===== src/rtl/axi_rd_mux_nport.sv =====
// Multi-port AXI read engine: round-robin arbitration of SRAM-like read ports onto one AR
// channel, with per-port outstanding counters and routing of R beats back to the issuing port by rid.
module axi_rd_mux_nport #(
  parameter int NUM_PORTS = 2,
  parameter int MAX_OUTS  = 4,
  parameter int ID_W      = 4
) (
  input  logic                      clk,
  input  logic                      resetn,
  input  logic [NUM_PORTS-1:0]      req,
  input  logic [2*NUM_PORTS-1:0]    req_size,
  input  logic [32*NUM_PORTS-1:0]   req_addr,
  output logic [NUM_PORTS-1:0]      addr_ok,
  output logic [NUM_PORTS-1:0]      data_ok,
  output logic [32*NUM_PORTS-1:0]   rdata_o,
  output logic [ID_W-1:0]           arid,
  output logic [31:0]               araddr,
  output logic [7:0]                arlen,
  output logic [2:0]                arsize,
  output logic [1:0]                arburst,
  output logic [1:0]                arlock,
  output logic [3:0]                arcache,
  output logic [2:0]                arprot,
  output logic                      arvalid,
  input  logic                      arready,
  input  logic [ID_W-1:0]           rid,
  input  logic [31:0]               rdata,
  input  logic [1:0]                rresp,
  input  logic                      rlast,
  input  logic                      rvalid,
  output logic                      rready,
  output logic                      err
);

  localparam int CNT_W = $clog2(MAX_OUTS + 1);
  localparam int PTR_W = (NUM_PORTS > 1) ? $clog2(NUM_PORTS) : 1;
  localparam int CW    = PTR_W + 1;
  localparam logic [CNT_W-1:0] MAX_CNT = CNT_W'(MAX_OUTS);

  logic                     arvalid_q, arvalid_d;
  logic [ID_W-1:0]          arid_q, arid_d;
  logic [31:0]              araddr_q, araddr_d;
  logic [2:0]               arsize_q, arsize_d;
  logic [PTR_W-1:0]         rr_ptr_q, rr_ptr_d;
  logic                     rready_q, rready_d;
  logic [NUM_PORTS-1:0]     data_ok_q, data_ok_d;
  logic [32*NUM_PORTS-1:0]  rdata_o_q, rdata_o_d;
  logic                     err_q, err_d;
  logic [CNT_W-1:0]         cnt_q [NUM_PORTS];
  logic [CNT_W-1:0]         cnt_d [NUM_PORTS];

  logic [NUM_PORTS-1:0]     eligible;
  logic [NUM_PORTS-1:0]     hit;
  logic                     slot_free;
  logic                     grant_valid;
  logic [PTR_W-1:0]         grant_idx;
  logic [CW-1:0]            cand;
  logic                     accept;
  logic                     r_hs;

  assign slot_free = !arvalid_q || arready;
  assign r_hs      = rvalid && rready_q;

  // NOTE: every signal driven in always_comb gets a default first, so no path can infer a latch.
  always_comb begin
    eligible    = '0;
    grant_valid = 1'b0;
    grant_idx   = '0;
    cand        = '0;
    for (int i = 0; i < NUM_PORTS; i++) begin
      eligible[i] = req[i] && (cnt_q[i] < MAX_CNT);
    end
    // Scan starts one past the last winner and wraps, giving round-robin fairness.
    for (int off = 1; off <= NUM_PORTS; off++) begin
      cand = {1'b0, rr_ptr_q} + CW'(off);
      if (cand >= CW'(NUM_PORTS)) cand = cand - CW'(NUM_PORTS);
      if (!grant_valid && eligible[cand[PTR_W-1:0]]) begin
        grant_valid = 1'b1;
        grant_idx   = cand[PTR_W-1:0];
      end
    end
  end

  // The reset term keeps addr_ok low while resetn is asserted, matching the other outputs.
  assign accept = resetn && slot_free && grant_valid;

  always_comb begin
    addr_ok = '0;
    if (accept) addr_ok[grant_idx] = 1'b1;
  end

  always_comb begin
    arvalid_d = arvalid_q;
    arid_d    = arid_q;
    araddr_d  = araddr_q;
    arsize_d  = arsize_q;
    rr_ptr_d  = rr_ptr_q;
    if (accept) begin
      arvalid_d = 1'b1;
      arid_d    = ID_W'(grant_idx);
      araddr_d  = req_addr[32*grant_idx +: 32];
      arsize_d  = {1'b0, req_size[2*grant_idx +: 2]};
      rr_ptr_d  = grant_idx;
    end else if (arready) begin
      arvalid_d = 1'b0;
    end
  end

  always_comb begin
    hit       = '0;
    rdata_o_d = rdata_o_q;
    for (int i = 0; i < NUM_PORTS; i++) begin
      hit[i] = r_hs && (rid == ID_W'(i)) && (cnt_q[i] != '0);
      if (hit[i]) rdata_o_d[32*i +: 32] = rdata;
    end
    data_ok_d = hit;
    err_d     = r_hs && (!(|hit) || (rresp != 2'b00));
    rready_d  = 1'b1;
  end

  // Simultaneous issue and return on one port leave its count unchanged.
  always_comb begin
    for (int i = 0; i < NUM_PORTS; i++) begin
      cnt_d[i] = cnt_q[i];
      if ((accept && grant_idx == PTR_W'(i)) && !hit[i]) begin
        cnt_d[i] = cnt_q[i] + CNT_W'(1);
      end else if (hit[i] && !(accept && grant_idx == PTR_W'(i))) begin
        cnt_d[i] = cnt_q[i] - CNT_W'(1);
      end
    end
  end

  // NOTE: sequential state uses non-blocking assignments so all flops update together at the edge.
  always_ff @(posedge clk or negedge resetn) begin
    if (!resetn) begin
      arvalid_q <= 1'b0;
      arid_q    <= '0;
      araddr_q  <= '0;
      arsize_q  <= '0;
      rr_ptr_q  <= PTR_W'(NUM_PORTS - 1);
      rready_q  <= 1'b0;
      data_ok_q <= '0;
      rdata_o_q <= '0;
      err_q     <= 1'b0;
      // NOTE: the counter array is reset because it is control state, unlike a data RAM.
      for (int i = 0; i < NUM_PORTS; i++) cnt_q[i] <= '0;
    end else begin
      arvalid_q <= arvalid_d;
      arid_q    <= arid_d;
      araddr_q  <= araddr_d;
      arsize_q  <= arsize_d;
      rr_ptr_q  <= rr_ptr_d;
      rready_q  <= rready_d;
      data_ok_q <= data_ok_d;
      rdata_o_q <= rdata_o_d;
      err_q     <= err_d;
      for (int i = 0; i < NUM_PORTS; i++) cnt_q[i] <= cnt_d[i];
    end
  end

  assign arvalid = arvalid_q;
  assign arid    = arid_q;
  assign araddr  = araddr_q;
  assign arsize  = arsize_q;
  assign arlen   = 8'd0;
  assign arburst = 2'b01;
  assign arlock  = 2'b00;
  assign arcache = 4'd0;
  assign arprot  = 3'd0;
  assign rready  = rready_q;
  assign data_ok = data_ok_q;
  assign rdata_o = rdata_o_q;
  assign err     = err_q;

  logic unused_rlast;
  assign unused_rlast = rlast;

endmodule


===== config.mk =====
export PLATFORM = sky130hd
export DESIGN_NAME = axi_rd_mux_nport
export DESIGN_NICKNAME = d
export VERILOG_FILES = /design/src/rtl/axi_rd_mux_nport.sv
export SDC_FILE = /design/constraint.sdc
export NUM_CORES = 1
export LEC_CHECK = 0
export ABC_CLOCK_PERIOD_IN_PS = 4059
export CAP_MARGIN = 0
export CORE_MARGIN = 1.5
export CORE_UTILIZATION = 31
export DETAILED_ROUTE_END_ITERATION = 8
export PLACE_DENSITY = 0.76
export SYNTH_ARGS = -nofsm -noshare
export SYNTH_HDL_FRONTEND = slang
export SYNTH_SLANG_ARGS = --single-unit

===== constraint.sdc =====
create_clock -name clk -period 4.06 [get_ports clk]
set_input_delay 0.609 -clock clk [delete_from_list [all_inputs] [get_ports clk]]
set_output_delay 0.609 -clock clk [all_outputs]
set_load 0.02 [all_outputs]

==> flow_metrics.py <==
metrics = {
    "die": {
        "coreArea_um2": 14700,
        "die_w_um": 126.6,
        "die-height_um": 126.6,
        "die_area_um2": 16020,
        "num_rows": 44,
        "ios": 242,
        "initial_core_util_pct": 32.20,
    },
    "route": {
        "dr.pass1.iters": 5,
        "ant_nets": 0,
        "num_vias": 3711,
        "viasPerCell": 4.639,
        "wl_per_cell_um": 15.86,
        "drtIter0Drc": 92,
        "wl_um": 12690,
        "drc_errors": 0,
    },
    "clocking": {
        "htreeDepth": 3,
        "clk_latency_ns": 0.36,
        "cts_tree": "done",
        "path_clk_slew_ns": 0.07,
        "cts_setup_buffers": 0,
        "cts-root-buf": "clkbuf_16",
        "clkSinkCount": 111,
        "cts_hold_buf": 0,
        "cts_buffers": 9,
        "clockBufferDepth": 2,
        "cts_resized": 0,
    },
    "yosys": {
        "synth_top_family_by_area": "multiplexers",
        "synthCells": 399,
        "yosysSeqAreaShare_pct": 58.71,
        "synth_compound_area_share_pct": 8.591,
        "synth.area.mux_share_pct": 15.70,
        "yosys.area_share.simple_pct": 7.666,
        "synth_xor_area_share_pct": 1.110,
        "yosysWarnings": 0,
        "avgSynthCellArea_um2": 11.86,
        "synthesis.area_um2": 4733,
        "yosys.cell_types.count": 31,
        "ys_seq_elements": 111,
        "synth_fa_ha_area_share_pct": 1.375,
    },
    "timing": {
        "setup_tns_ns": 0,
        "fmax_mhz": 301.1,
        "finalSetupViolCount": 0,
        "setup_slack_ns": 0.7385,
        "hold_violations": 0,
        "slew_headroom_pct": 24.96,
        "rsz0062_at_grt": "false",
        "period_share_pct": 81.81,
        "tightest_slew_ns": 1.126,
        "fin_crit_ns": 3.321,
        "fin_skew_ns": 0.008180,
        "drv_slew": 0,
    },
    "worst_hold_path": {
        "hp-class": "primary input to asynchronous set/reset pin",
    },
    "status": {
        "status": "complete, no violations",
    },
    "grt": {
        "grt_pass1_vias": 4054,
        "grt_pass1_wl_um": 20780,
        "grt_max_degree": 62,
        "overflow": 0,
        "grt_use_total_pct": 16.56,
        "antenna_found_initial": 1,
    },
    "setup_path": {
        "worstPathRequired_ns": 3.45,
        "r2r-start": "cnt_q[2]$_DFFE_PN0P_",
        "path_max_fanout": 35,
        "rr_worst_depth": 10,
        "r2r-end": "cnt_q[2]$_DFFE_PN0P_",
        "critPathLaunchType": "primary input",
        "cp.arrival_ns": 2.71,
        "critical_path_class": "primary input to output port",
        "end_kind": "output port",
        "r2r_setup_slack_ns": 1.46,
    },
    "final_layout": {
        "area_growth_pct": 54.14,
        "final_layout_size_suffix_gt1_share_pct": 14.12,
        "antenna-diode-count": 0,
        "fillers": 1296,
        "final_cell_mix": "clkdlybuf4s50_1 (216), dfrtp_1 (110), a21oi_1 (68)",
        "final_common_cell": "clkdlybuf4s50_1",
        "fin_nets": 728,
    },
    "run": {
        "cap_violations": 0,
    },
    "power_and_ir_drop": {
        "p_leak_uw": 0.003189,
        "peakVddDrop_uv": 299.1,
        "p_per_area_nw_per_um2": 659.1,
    },
    "placed_design": {
        "gp_congestion": 0.7267,
        "pre_cts_slack_ns": 0.7240,
        "portBuffers": 217,
        "dp_hpwl_um": 9164,
    },
}
metrics by stage:
stage | cell area, um^2 | power (uW) | cells | hold slack, ns | utilization, %
floorplan | 4816 | 2812 | 421 | 0.3134 | -
global route | 7296 | 5103 | 800 | 0.4727 | 49.63
finish | 7296 | 4809 | 800 | 0.4094 | 49.63
CTS | 7296 | 4875 | 800 | 0.4463 | 49.63
detailed placement | 6967 | 3880 | 784 | 0.4713 | 47.40
global placement | 6967 | 3818 | 784 | 0.4647 | 47.40
cell families after synthesis:
family,after synthesis
flops,111
simple gates,84
compound gates,77
mux,66
buf+inv,49
xor+xnor,6
fa+ha+maj,4
other cells,2
metal layers:
metal / vias up / global-route usage, % / routed length (um) / part of all wire [%]
li1: 1721 / - / - / -
met1: 1791 / 17.99 / 4876 / 38
met2: 176 / 28.54 / 6195 / 49
met3: 21 / 6.495 / 1288 / 10
met4: 2 / 7.573 / 311 / 2.5
met5: - / 0 / 17 / 0.13
cell type report:
class	instances	area, um^2	share of cell area (%)
multi-input cells	261	1720	23.58
clock buffers	9	225.2	3.087
repair buffers	224	2222	30.46
clock inverters	7	103.9	1.423
inverters	4	15.01	0.2058
well taps	184	230.2	3.156
flip-flops and latches	111	2779	38.09
critical path, cell delays in order:
cell and delay, ns:
clkdlybuf4s50_1 0.46, nor2b_1 0.30, nand2_1 0.09, buf_4 0.26, nor2_1 0.32, clkdlybuf4s50_1 0.67
state kept, by name, summed over array words and instances, names as in the netlist:
signal,count
araddr,32
data_ok,2
rr_ptr_q,1
arid,1
rdata_o,64
arsize,2
cnt_q,6
err,1
arvalid,1
rready,1
Yosys cell counts (all sizes together):
master	instances	area (um^2)
inv	4	15.01
conb	2	7.510
nor2	39	146.4
dfrtp	110	2753
nor2b	2	12.51
a31oi	1	6.260
nor4	1	21.27
clkbuf	6	22.52
nand3b	1	7.510
o211a	1	10.01
xnor2	2	17.52
dfstp	1	26.28
fa	2	40.04
mux2	66	743.2
o311a	1	10.01
nand2	37	138.9
nand2b	1	6.260
o211ai	1	7.510
xor2	4	35.03
ha	2	25.02
a21oi	68	340.3
a21o	2	15.01
nor3b	1	18.77
o21ai	2	10.01
o31ai	1	7.510
nor3	1	5.000
and2	1	6.260
buf	39	279.0
where the power goes:
| group | switching, uW | internal (uW) |
|---|---|---|
| Sequential | 238 | 1510 |
| Clock | 420 | 550 |
| Combinational | 1060 | 1040 |
how the worst max path moves through the flow:
stage | from | to | slack [ns] | cells past startpoint
finish | req[1] | addr_ok[1] | 0.74 | 6
global route | req[1] | addr_ok[1] | 0.61 | 6
CTS | req[1] | addr_ok[1] | 0.71 | 6
floorplan | req[1] | cnt_q[2]$_DFFE_PN0P_ | 1.39 | 10
detailed placement | req[1] | addr_ok[1] | 0.72 | 6
global placement | req[1] | addr_ok[1] | 0.80 | 6
(Power assumes the default switching activity.)
